===== src/rtl/mips_boot_pkg.sv =====
`default_nettype none
// ============================================================================
// Module      : mips_boot_pkg
// Description : Shared types and constants for the Mips boot loader.
//               Provides the loader state encoding, the image format
//               constants and a helper that reports which states accept
//               bytes from the input stream.
// Revision    : 1.0  initial release
// ============================================================================
package mips_boot_pkg;

  typedef enum logic [2:0] {
    IDLE   = 3'd0,
    HDR_HI = 3'd1,
    HDR_LO = 3'd2,
    DATA   = 3'd3,
    CHECK  = 3'd4,
    HOLD   = 3'd5,
    RUN    = 3'd6,
    ERR    = 3'd7
  } boot_state_t;

  localparam int HDR_BYTES      = 2;
  localparam int BYTES_PER_WORD = 4;

  // States in which the byte stream is allowed to transfer.
  function automatic logic accepts_bytes(input boot_state_t s);
    return (s == HDR_HI) || (s == HDR_LO) || (s == DATA) || (s == CHECK);
  endfunction

endpackage
`default_nettype wire


===== src/rtl/boot_word_assembler.sv =====
`default_nettype none
// ============================================================================
// Module      : boot_word_assembler
// Description : Packs image data bytes into big-endian 32-bit words and keeps
//               the running XOR checksum of every data byte it has seen.
// Ports       : clk, rst        clock, asynchronous active-low reset
//               i_clr           synchronous clear of all state
//               i_byte_valid    a data byte is transferred this cycle
//               i_byte          the data byte
//               o_word_ready    this transfer completes a word
//               o_word          completed word (valid with o_word_ready)
//               o_checksum      XOR of all data bytes since the last clear
// Revision    : 1.0  initial release
// ============================================================================
module boot_word_assembler
  import mips_boot_pkg::*;
(
  input  logic        clk,
  input  logic        rst,
  input  logic        i_clr,
  input  logic        i_byte_valid,
  input  logic [7:0]  i_byte,
  output logic        o_word_ready,
  output logic [31:0] o_word,
  output logic [7:0]  o_checksum
);

  localparam logic [1:0] c_LAST_IDX = 2'(BYTES_PER_WORD - 1);

  // Only the first three bytes of a word are stored; the fourth is taken
  // straight from the input so the word is available on its final transfer.
  logic [23:0] r_shift;
  logic [1:0]  r_idx;
  logic [7:0]  r_xor;

  always_ff @(posedge clk or negedge rst) begin
    if (!rst) begin
      r_shift <= '0;
      r_idx   <= '0;
      r_xor   <= '0;
    end else if (i_clr) begin
      r_shift <= '0;
      r_idx   <= '0;
      r_xor   <= '0;
    end else if (i_byte_valid) begin
      r_shift <= {r_shift[15:0], i_byte};
      r_idx   <= (r_idx == c_LAST_IDX) ? 2'd0 : r_idx + 2'd1;
      r_xor   <= r_xor ^ i_byte;
    end
  end

  assign o_word_ready = i_byte_valid && (r_idx == c_LAST_IDX);
  assign o_word       = {r_shift, i_byte};
  assign o_checksum   = r_xor;

endmodule
`default_nettype wire


===== src/rtl/mips_boot_loader.sv =====
`default_nettype none
// ============================================================================
// Module      : mips_boot_loader
// Description : Receives a program image over a valid/ready byte stream,
//               writes it word by word into instruction memory, verifies an
//               XOR checksum and releases the Mips core from reset after a
//               fixed hold-off.
// Ports       : clk, rst        clock, asynchronous active-low reset
//               start           begin a load (from IDLE, RUN or ERR)
//               rx_valid/ready  byte-stream handshake, rx_data payload
//               imem_we/addr/wdata  instruction-memory write port
//               core_rst        active-high reset to the core
//               done / error    load verified / load failed
//               words_loaded    words written in the current load
// Revision    : 1.0  initial release
// ============================================================================
module mips_boot_loader
  import mips_boot_pkg::*;
#(
  parameter logic [31:0] BASE_ADDR = 32'h0000_0000,
  parameter int          DEPTH     = 256,
  parameter int          RST_HOLD  = 4
) (
  input  logic        clk,
  input  logic        rst,
  input  logic        start,
  input  logic        rx_valid,
  input  logic [7:0]  rx_data,
  output logic        rx_ready,
  output logic        imem_we,
  output logic [31:0] imem_addr,
  output logic [31:0] imem_wdata,
  output logic        core_rst,
  output logic        done,
  output logic        error,
  output logic [15:0] words_loaded
);

  localparam logic [16:0] c_DEPTH     = 17'(DEPTH);
  localparam logic [15:0] c_HOLD_LAST = 16'(RST_HOLD - 1);

  boot_state_t r_state;
  boot_state_t w_next_state;

  logic        r_rx_ready;
  logic        r_imem_we;
  logic [31:0] r_imem_addr;
  logic [31:0] r_imem_wdata;
  logic        r_core_rst;
  logic        r_done;
  logic        r_error;
  logic [15:0] r_words_loaded;
  logic [15:0] r_word_cnt;
  logic [15:0] r_n;
  logic [7:0]  r_cnt_hi;
  logic [15:0] r_hold;

  logic        w_xfer;
  logic        w_restart;
  logic        w_data_byte;
  logic [15:0] w_count;
  logic        w_last_word;
  logic        w_word_ready;
  logic [31:0] w_word;
  logic [7:0]  w_checksum;

  // rx_ready is registered from the next state, so it always reflects the
  // current state and a transfer is simply valid && ready.
  assign w_xfer      = rx_valid && r_rx_ready;
  assign w_restart   = start && ((r_state == IDLE) || (r_state == RUN) || (r_state == ERR));
  assign w_data_byte = w_xfer && (r_state == DATA);
  assign w_count     = {r_cnt_hi, rx_data};
  assign w_last_word = (16'(r_word_cnt + 16'd1) == r_n);

  boot_word_assembler u_asm (
    .clk          (clk),
    .rst          (rst),
    .i_clr        (w_restart),
    .i_byte_valid (w_data_byte),
    .i_byte       (rx_data),
    .o_word_ready (w_word_ready),
    .o_word       (w_word),
    .o_checksum   (w_checksum)
  );

  always_ff @(posedge clk or negedge rst) begin
    if (!rst) r_state <= IDLE;
    else      r_state <= w_next_state;
  end

  always_comb begin
    w_next_state = r_state;
    case (r_state)
      IDLE:    if (start) w_next_state = HDR_HI;
      HDR_HI:  if (w_xfer) w_next_state = HDR_LO;
      HDR_LO: begin
        if (w_xfer) begin
          if ({1'b0, w_count} > c_DEPTH) w_next_state = ERR;
          else if (w_count == 16'd0)     w_next_state = CHECK;
          else                           w_next_state = DATA;
        end
      end
      DATA:    if (w_word_ready && w_last_word) w_next_state = CHECK;
      CHECK:   if (w_xfer) w_next_state = (rx_data == w_checksum) ? HOLD : ERR;
      HOLD:    if (r_hold == c_HOLD_LAST) w_next_state = RUN;
      RUN:     if (start) w_next_state = HDR_HI;
      ERR:     if (start) w_next_state = HDR_HI;
      default: w_next_state = IDLE;
    endcase
  end

  // Status outputs are registered from the next state so they change on the
  // same edge as the state itself.
  always_ff @(posedge clk or negedge rst) begin
    if (!rst) begin
      r_rx_ready     <= 1'b0;
      r_imem_we      <= 1'b0;
      r_imem_addr    <= BASE_ADDR;
      r_imem_wdata   <= '0;
      r_core_rst     <= 1'b1;
      r_done         <= 1'b0;
      r_error        <= 1'b0;
      r_words_loaded <= '0;
      r_word_cnt     <= '0;
      r_n            <= '0;
      r_cnt_hi       <= '0;
      r_hold         <= '0;
    end else begin
      r_rx_ready <= accepts_bytes(w_next_state);
      r_core_rst <= (w_next_state != RUN);
      r_done     <= (w_next_state == RUN);
      r_error    <= (w_next_state == ERR);
      r_imem_we  <= w_word_ready;
      r_hold     <= (r_state == HOLD) ? r_hold + 16'd1 : 16'd0;

      if ((r_state == HDR_HI) && w_xfer) r_cnt_hi <= rx_data;
      if ((r_state == HDR_LO) && w_xfer) r_n      <= w_count;

      if (w_restart) begin
        r_word_cnt     <= '0;
        r_words_loaded <= '0;
        r_imem_addr    <= BASE_ADDR;
      end else if (w_word_ready) begin
        r_imem_addr  <= BASE_ADDR + {14'b0, r_word_cnt, 2'b00};
        r_imem_wdata <= w_word;
        r_word_cnt   <= r_word_cnt + 16'd1;
        if ({1'b0, r_words_loaded} < c_DEPTH)
          r_words_loaded <= r_words_loaded + 16'd1;
      end
    end
  end

  assign rx_ready     = r_rx_ready;
  assign imem_we      = r_imem_we;
  assign imem_addr    = r_imem_addr;
  assign imem_wdata   = r_imem_wdata;
  assign core_rst     = r_core_rst;
  assign done         = r_done;
  assign error        = r_error;
  assign words_loaded = r_words_loaded;

endmodule
`default_nettype wire


===== config.mk =====
export PLATFORM = sky130hd
export DESIGN_NAME = mips_boot_loader
export DESIGN_NICKNAME = d
export VERILOG_FILES = /design/src/rtl/mips_boot_pkg.sv /design/src/rtl/boot_word_assembler.sv /design/src/rtl/mips_boot_loader.sv
export SDC_FILE = /design/constraint.sdc
export NUM_CORES = 1
export LEC_CHECK = 0
export BUFFER_PORTS_ARGS = -buffer_cell sky130_fd_sc_hd__buf_4
export CAP_MARGIN = 20
export CORE_ASPECT_RATIO = 1.4
export CORE_MARGIN = 3
export CORE_UTILIZATION = 60
export CTS_BUF_LIST = sky130_fd_sc_hd__clkbuf_8
export CTS_CLUSTER_SIZE = 10
export DETAILED_ROUTE_END_ITERATION = 10
export PLACE_DENSITY = 0.82
export SLEW_MARGIN = 25
export SYNTH_ARGS = -nofsm -noshare
export SYNTH_HDL_FRONTEND = slang
export SYNTH_SLANG_ARGS = --single-unit

===== constraint.sdc =====
create_clock -name clk -period 2.6 [get_ports clk]
set_input_delay 0.26 -clock clk [delete_from_list [all_inputs] [get_ports clk]]
set_output_delay 0.26 -clock clk [all_outputs]
set_load 0.005 [all_outputs]

==> results of run 1 <==
## worst paths after layout
path / startpoint / end / slack (ps) / depth (start not counted)
max: r_word_cnt[3] / done / 250 / 7
min in group asynchronous: rst / imem_wdata[18] / 350 / 2
min reg2reg: u_asm.r_shift[17] / imem_wdata[25] / 480 / 2
min: rx_data[1] / imem_wdata[1] / 60 / 3
max reg2reg: r_word_cnt[3] / done / 250 / 7
max in group asynchronous: rst / r_cnt_hi[0] / 1460 / 3
## synthesized netlist by cell type, types with 7 or more instances
cell,number,area [µm²]
xnor2_1,27,236
a21oi_1,43,215
mux2_2,25,282
clkbuf_1,29,109
nand3_1,26,130
and4_1,7,61.3
and3_1,8,50.1
nor3_1,8,40.0
nand2_1,213,800
nor4_1,8,50.1
buf_4,20,150
xor2_1,26,228
inv_1,10,37.5
o31ai_1,7,52.6
nor2_1,59,221
nand4_1,12,75.1
dfrtp_1,161,4030
o21ai_0,35,175
## flip-flops by register name (all words and copies together) (netlist names)
register          count
done                  1
rx_ready              1
r_n                  16
words_loaded         16
imem_addr            16
imem_we               1
u_asm.o_checksum      8
r_word_cnt           16
r_hold               16
r_state               3
u_asm.r_shift        24
core_rst              1
error                 1
imem_wdata           32
r_cnt_hi              8
u_asm.r_idx           2
## placed cells by master, fill, tap and decap left out, types with 12 or more instances in the layout
cell type | synthesis | routed
nand2_1 | 213 | 213
a21oi_1 | 43 | 43
clkbuf_8 | 0 | 17
nor2_1 | 59 | 59
xnor2_1 | 27 | 27
nand4_1 | 12 | 12
o21ai_0 | 35 | 35
nand3_1 | 26 | 26
conb_1 | 1 | 16
dfrtp_1 | 161 | 161
inv_1 | 10 | 13
buf_4 | 20 | 96
xor2_1 | 26 | 26
mux2_2 | 25 | 25
## per-stage QoR
| stage | hold WS [ps] | setup slack (ps) | power (µW) | utilization (%) |
|---|---|---|---|---|
| 6_report | 63.6 | 246 | 6950 | 70.8 |
| 4_1_cts | 48.2 | 191 | 6970 | 70.7 |
| 3_5_place_dp | 291 | 216 | 5000 | 67.2 |
| 2_1_floorplan | -35.6 | 590 | 4470 | - |
| 3_3_place_gp | 279 | 325 | 4890 | 67.2 |
| 5_1_grt | 63.6 | 26.7 | 7320 | 70.8 |
## cells by family (layout without fill, tap and decap cells)
| kind of cell | after synthesis | after routing | share of synthesized area, % |
|---|---|---|---|
| adder cells (fa/ha/maj) | 4 | 4 | 0.658 |
| XOR/XNOR | 53 | 53 | 6.10 |
| other | 1 | 16 | 0.0493 |
| buffers and inverters | 66 | 142 | 4.41 |
| AO/OA/AOI/OAI | 109 | 109 | 8.83 |
| AND/OR/NAND/NOR | 373 | 373 | 22.4 |
| multiplexers | 29 | 29 | 4.23 |
| flip-flops | 162 | 162 | 53.3 |
## area by class of cell
| cell class | count | area share [%] |
|---|---|---|
| flip-flops and latches | 162 | 46.3 |
| clock inverters | 15 | 2.19 |
| well taps | 150 | 2.14 |
| repair buffers | 99 | 8.70 |
| inverters | 11 | 0.472 |
| multi-input cells | 584 | 37.5 |
| clock buffers | 17 | 2.67 |
## metal layers
layer,GRT usage [%],vias to the layer above,share of wire [%]
li1,-,2801,-
met1,32.1,2869,42
met4,9.59,0,1.9
met2,42.0,158,52
met5,0,-,0
met3,4.76,25,4.9
## power by group through the flow
stage          combinational (µW)  sequential [µW]  clock, µW
6_report                     1600             3380       1970
5_1_grt                      1790             3420       2110
4_1_cts                      1600             3370       2010
3_5_place_dp                 1590             3410          0
3_3_place_gp                 1510             3390          0
2_1_floorplan                1210             3260          0
## worst max-delay path, stage by stage (launching register included)
cell      delay [ps]
dfrtp_1          580
nand4_4          210
nor4_4           410
nand3_2          110
a211oi_2         250
nand4_1          230
o21ai_2          290
and4_1           220
## what timing repair did
action                                  CTS  global route
gates resized for setup                   0             2
hold buffers                              1             0
endpoints found under the hold margin    66             0
endpoints found under the setup margin    0             6
==> results.sh, run 1 <==
export IMPL_io_buffers=80
export IMPL_drt_iter0_markers=302
export IMPL_area_growth_pct=15.1
export IMPL_finalCriticalPeriod_ps=2350
export IMPL_place_hpwl_um=12000
export IMPL_grt_pass1_wl_um=28200
export IMPL_gp_routability_congestion=0.878
export IMPL_grt_max_degree=71
export IMPL_nFillCells=966
export IMPL_clk_pin_slew_worst_paths_ps=90
export IMPL_fin_tns_setup_ps=0
export IMPL_nets=891
export IMPL_routed_wl_um=17000
export IMPL_drive_above_1_share_pct=19.8
export IMPL_hold_violations=0
export IMPL_synth_edf_count=0
export IMPL_row_count=48
export IMPL_synth_ff_type="dfrtp_1"
export IMPL_cp_required_ps=3000
export IMPL_worstPathMaxFanout=11
export IMPL_fin_crit_sh_pct=90.5
export IMPL_synth_area_mm2=0.00761
export IMPL_status="complete, no violations"
export IMPL_numCtsBuffers=17
export IMPL_finalMaxSlewViolations=0
export IMPL_min_path_type="in -> reg"
export IMPL_die_h_um=139
export IMPL_ys_types=63
export IMPL_synth_cells=797
export IMPL_async_flop_share_pct=100
export IMPL_cts_sinks=162
export IMPL_dieArea_mm2=0.0141
export IMPL_start_util_pct=61.5
export IMPL_seq_area_mm2=0.00406
export IMPL_p_int_uw=4720
export IMPL_dp_cells=1005
export IMPL_critPathKind="reg -> reg"
export IMPL_pwr_share_comb_pct=23.1
export IMPL_cap_violations=0
export IMPL_worstPathArrival_ps=2750
export IMPL_worst_setup_path_start_kind="flop"
export IMPL_clock_power_share_pct=28.4
export IMPL_finalClockSkew_ps=12.9
export IMPL_ant_nets=0
export IMPL_tightest_slew_ps=849
export IMPL_ys_ff_latch=162
export IMPL_power_density_cell_area_mw_per_mm2=794
export IMPL_cts_setup_buffers=0
export IMPL_dr_pass1_iters=4
export IMPL_grt_remaining_overflow=0
export IMPL_ir_drop_v=0.000480
export IMPL_switching_share_pct=32.1
export IMPL_fmax_ghz=0.425
export IMPL_wl_per_cell_um=16.4
export IMPL_diodes=0
export IMPL_coreArea_mm2=0.0124
export IMPL_first_global_vias=5884
export IMPL_yosysWarnings=0
export IMPL_cts_tree="built"
export IMPL_clock_latency_ps=460
export IMPL_drc=0
export IMPL_place_area_mm2=0.00831
export IMPL_power_switching_uw=2230
export IMPL_viasPerCell=5.64
export IMPL_num_vias=5853
export IMPL_setup_viol=0
export IMPL_multi_input_area_mm2=0.00328
export IMPL_syn_mean_instance_area_um2=9.54
export IMPL_antenna_found_initial=0
export IMPL_root_buffer="clkbuf_8"
export IMPL_yosysSeqAreaShare_pct=53.3
export IMPL_slew_headroom_pct=43.2
export IMPL_stdcell_area_mm2=0.00875
export IMPL_io_pins=97
export IMPL_crit_path_end_kind="flop"
export IMPL_p_leak_uw=0.00425
export IMPL_clock_path_buffers=2
export IMPL_track_usage_pct=25.1
export IMPL_seqPwrFrac_pct=48.6
export IMPL_fp_dieW_um=101
export IMPL_cts_max_level=4
export IMPL_rsz0062_at_grt="false"
export IMPL_final_cell_count_no_fill=1038
Power figures use the tool's default switching activity.
==> run 2: changes to the inputs <==
--- a/config.mk
+++ b/config.mk
@@ -7,13 +7,15 @@
 export LEC_CHECK = 0
 export BUFFER_PORTS_ARGS = -buffer_cell sky130_fd_sc_hd__buf_4
 export CAP_MARGIN = 20
+export CELL_PAD_IN_SITES_DETAIL_PLACEMENT = 1
+export CELL_PAD_IN_SITES_GLOBAL_PLACEMENT = 1
 export CORE_ASPECT_RATIO = 1.4
 export CORE_MARGIN = 3
-export CORE_UTILIZATION = 60
+export CORE_UTILIZATION = 46
 export CTS_BUF_LIST = sky130_fd_sc_hd__clkbuf_8
 export CTS_CLUSTER_SIZE = 10
 export DETAILED_ROUTE_END_ITERATION = 10
-export PLACE_DENSITY = 0.82
+export PLACE_DENSITY_LB_ADDON = 0.1
 export SLEW_MARGIN = 25
 export SYNTH_ARGS = -nofsm -noshare
 export SYNTH_HDL_FRONTEND = slang
==> results.sh, run 2 (same netlist as run 1, synthesis figures left out) <==
export IMPL_rr_worst_depth=7
export IMPL_worst_setup_path_start_kind="flop"
export IMPL_clock_power_share_pct=25.3
export IMPL_worstPathMaxFanout=11
export IMPL_power_switching_uw=2280
export IMPL_row_count=55
export IMPL_grt_pass1_wl_um=32200
export IMPL_area_growth_pct=14.6
export IMPL_dr_pass1_iters=4
export IMPL_largest_register_ff_count=32
export IMPL_rsz0062_at_grt="false"
export IMPL_dieArea_mm2=0.0181
export IMPL_seqPwrFrac_pct=50.4
export IMPL_nFillCells=1860
export IMPL_place_area_mm2=0.00834
export IMPL_num_vias=5898
export IMPL_met3WireLength_um=552
export IMPL_slew_headroom_pct=43.2
export IMPL_hold_violations=0
export IMPL_viasPerCell=5.45
export IMPL_die_h_um=158
export IMPL_cts_max_level=4
export IMPL_fin_tns_setup_ps=0
export IMPL_fmax_ghz=0.419
export IMPL_drc=0
export IMPL_io_pins=97
export IMPL_cp_required_ps=2980
export IMPL_setup_viol=0
export IMPL_critPathKind="reg -> reg"
export IMPL_min_path_type="in -> reg"
export IMPL_clock_path_buffers=2
export IMPL_tightest_slew_ps=849
export IMPL_coreArea_mm2=0.0162
export IMPL_diodes=0
export IMPL_ir_drop_v=0.000342
export IMPL_power_density_cell_area_mw_per_mm2=769
export IMPL_worstPathArrival_ps=2770
export IMPL_crit_path_end_kind="flop"
export IMPL_routed_wl_um=19400
export IMPL_highest_layer="met4"
export IMPL_track_usage_pct=22.6
export IMPL_gp_routability_congestion=0.863
export IMPL_layout_common_cells="nand2_1 (213), dfrtp_1 (161), buf_4 (93)"
export IMPL_finalClockSkew_ps=9.91
export IMPL_grt_remaining_overflow=0
export IMPL_root_buffer="clkbuf_8"
export IMPL_status="complete, no violations"
export IMPL_stdcell_area_mm2=0.00872
export IMPL_grt_max_degree=71
export IMPL_worstReg2RegEnd="done"
export IMPL_nets=888
export IMPL_pwr_share_comb_pct=24.3
export IMPL_numCtsBuffers=17
export IMPL_cp_slowest_cell="dfrtp_1"
export IMPL_dp_cells=1050
export IMPL_antenna_found_initial=0
export IMPL_r2r_slack_ps=210
export IMPL_first_global_vias=6283
export IMPL_switching_share_pct=33.9
export IMPL_multi_input_area_mm2=0.00328
export IMPL_io_buffers=80
export IMPL_start_util_pct=47.0
export IMPL_finalMaxSlewViolations=0
export IMPL_cap_violations=0
export IMPL_dr_wl_met2_um=10500
export IMPL_fin_crit_sh_pct=91.9
export IMPL_hold_depth=3
export IMPL_wl_per_cell_um=17.9
export IMPL_layout_commonest_cell="nand2_1"
export IMPL_finish_utilization_pct=53.9
export IMPL_startpoint="r_word_cnt[2]"
export IMPL_clock_latency_ps=450
export IMPL_crit_chain="nand4_4 > nor4_4 > nand3_2 > a211oi_2 > nand4_1 > o21bai_2 > and4_1"
export IMPL_clk_pin_slew_worst_paths_ps=90
export IMPL_reg2reg_from="r_word_cnt[2]"
export IMPL_final_cell_count_no_fill=1083
export IMPL_max_stage_delay_ps=590
export IMPL_ant_nets=0
export IMPL_p_leak_uw=0.00419
export IMPL_drive_above_1_share_pct=19.6
export IMPL_cts_sinks=162
export IMPL_finalPower_uw=6710
export IMPL_cts_tree="built"
export IMPL_place_hpwl_um=13800
export IMPL_drt_iter0_markers=178
export IMPL_p_int_uw=4430
export IMPL_fp_dieW_um=115
export IMPL_seq_area_mm2=0.00406
export IMPL_endpoint="done"
export IMPL_finalCriticalPeriod_ps=2390
export IMPL_met1Wirelength_um=7930
[run 2: worst min path at each step]
| stage | startpoint | to | slack (ps) |
|---|---|---|---|
| floorplan | rst | done | -40 |
| global placement | rst | imem_addr[2] | 300 |
| detailed placement | rst | imem_addr[5] | 320 |
| CTS | rx_data[6] | imem_wdata[6] | 70 |
| global route | rx_data[1] | imem_wdata[1] | 70 |
| finish | rx_data[6] | imem_wdata[6] | 90 |
[run 2: worst max-delay path, delay by kind of cell (launching register included)]
kind / cells / cell delay [ps]
compound gates: 2 / 510
simple gates: 5 / 1220
flops: 1 / 590
[run 2: final cells by class]
| type | instances | share of cell area [%] |
|---|---|---|
| Clock buffer | 17 | 2.68 |
| Clock inverter | 14 | 1.36 |
| Inverter | 11 | 0.473 |
| Multi-Input combinational cell | 584 | 37.6 |
| Sequential cell | 162 | 46.5 |
| Tap cell | 199 | 2.86 |
| Timing Repair Buffer | 96 | 8.48 |
[run 2: through the flow]
stage          hold slack [ps]  setup WS (ps)
2_1_floorplan            -35.6            590
3_3_place_gp               303            279
3_5_place_dp               316            204
4_1_cts                   66.3            184
5_1_grt                   74.7           24.9
6_report                  86.4            211
[run 2: what timing repair did]
item	in CTS	in global routing
hold buffers	1	0
gates resized for setup	0	2
hold endpoints to repair	63	0
buffers inserted	0	1
endpoints found under the setup margin	0	6
[run 2: power groups by stage]
| stage | clock network, µW | registers (µW) | logic, µW |
|---|---|---|---|
| detailed placement | 0 | 3430 | 1630 |
| finish | 1700 | 3380 | 1630 |
| global placement | 0 | 3390 | 1540 |
| floorplan | 0 | 3260 | 1210 |
| global route | 1850 | 3440 | 1840 |
| CTS | 1740 | 3380 | 1640 |
[run 2: layer usage]
metal,vias to the layer above,GRT usage (%)
met3,22,3.59
met5,-,0
met1,2988,27.2
met2,89,40.6
met4,0,8.26
li1,2799,-
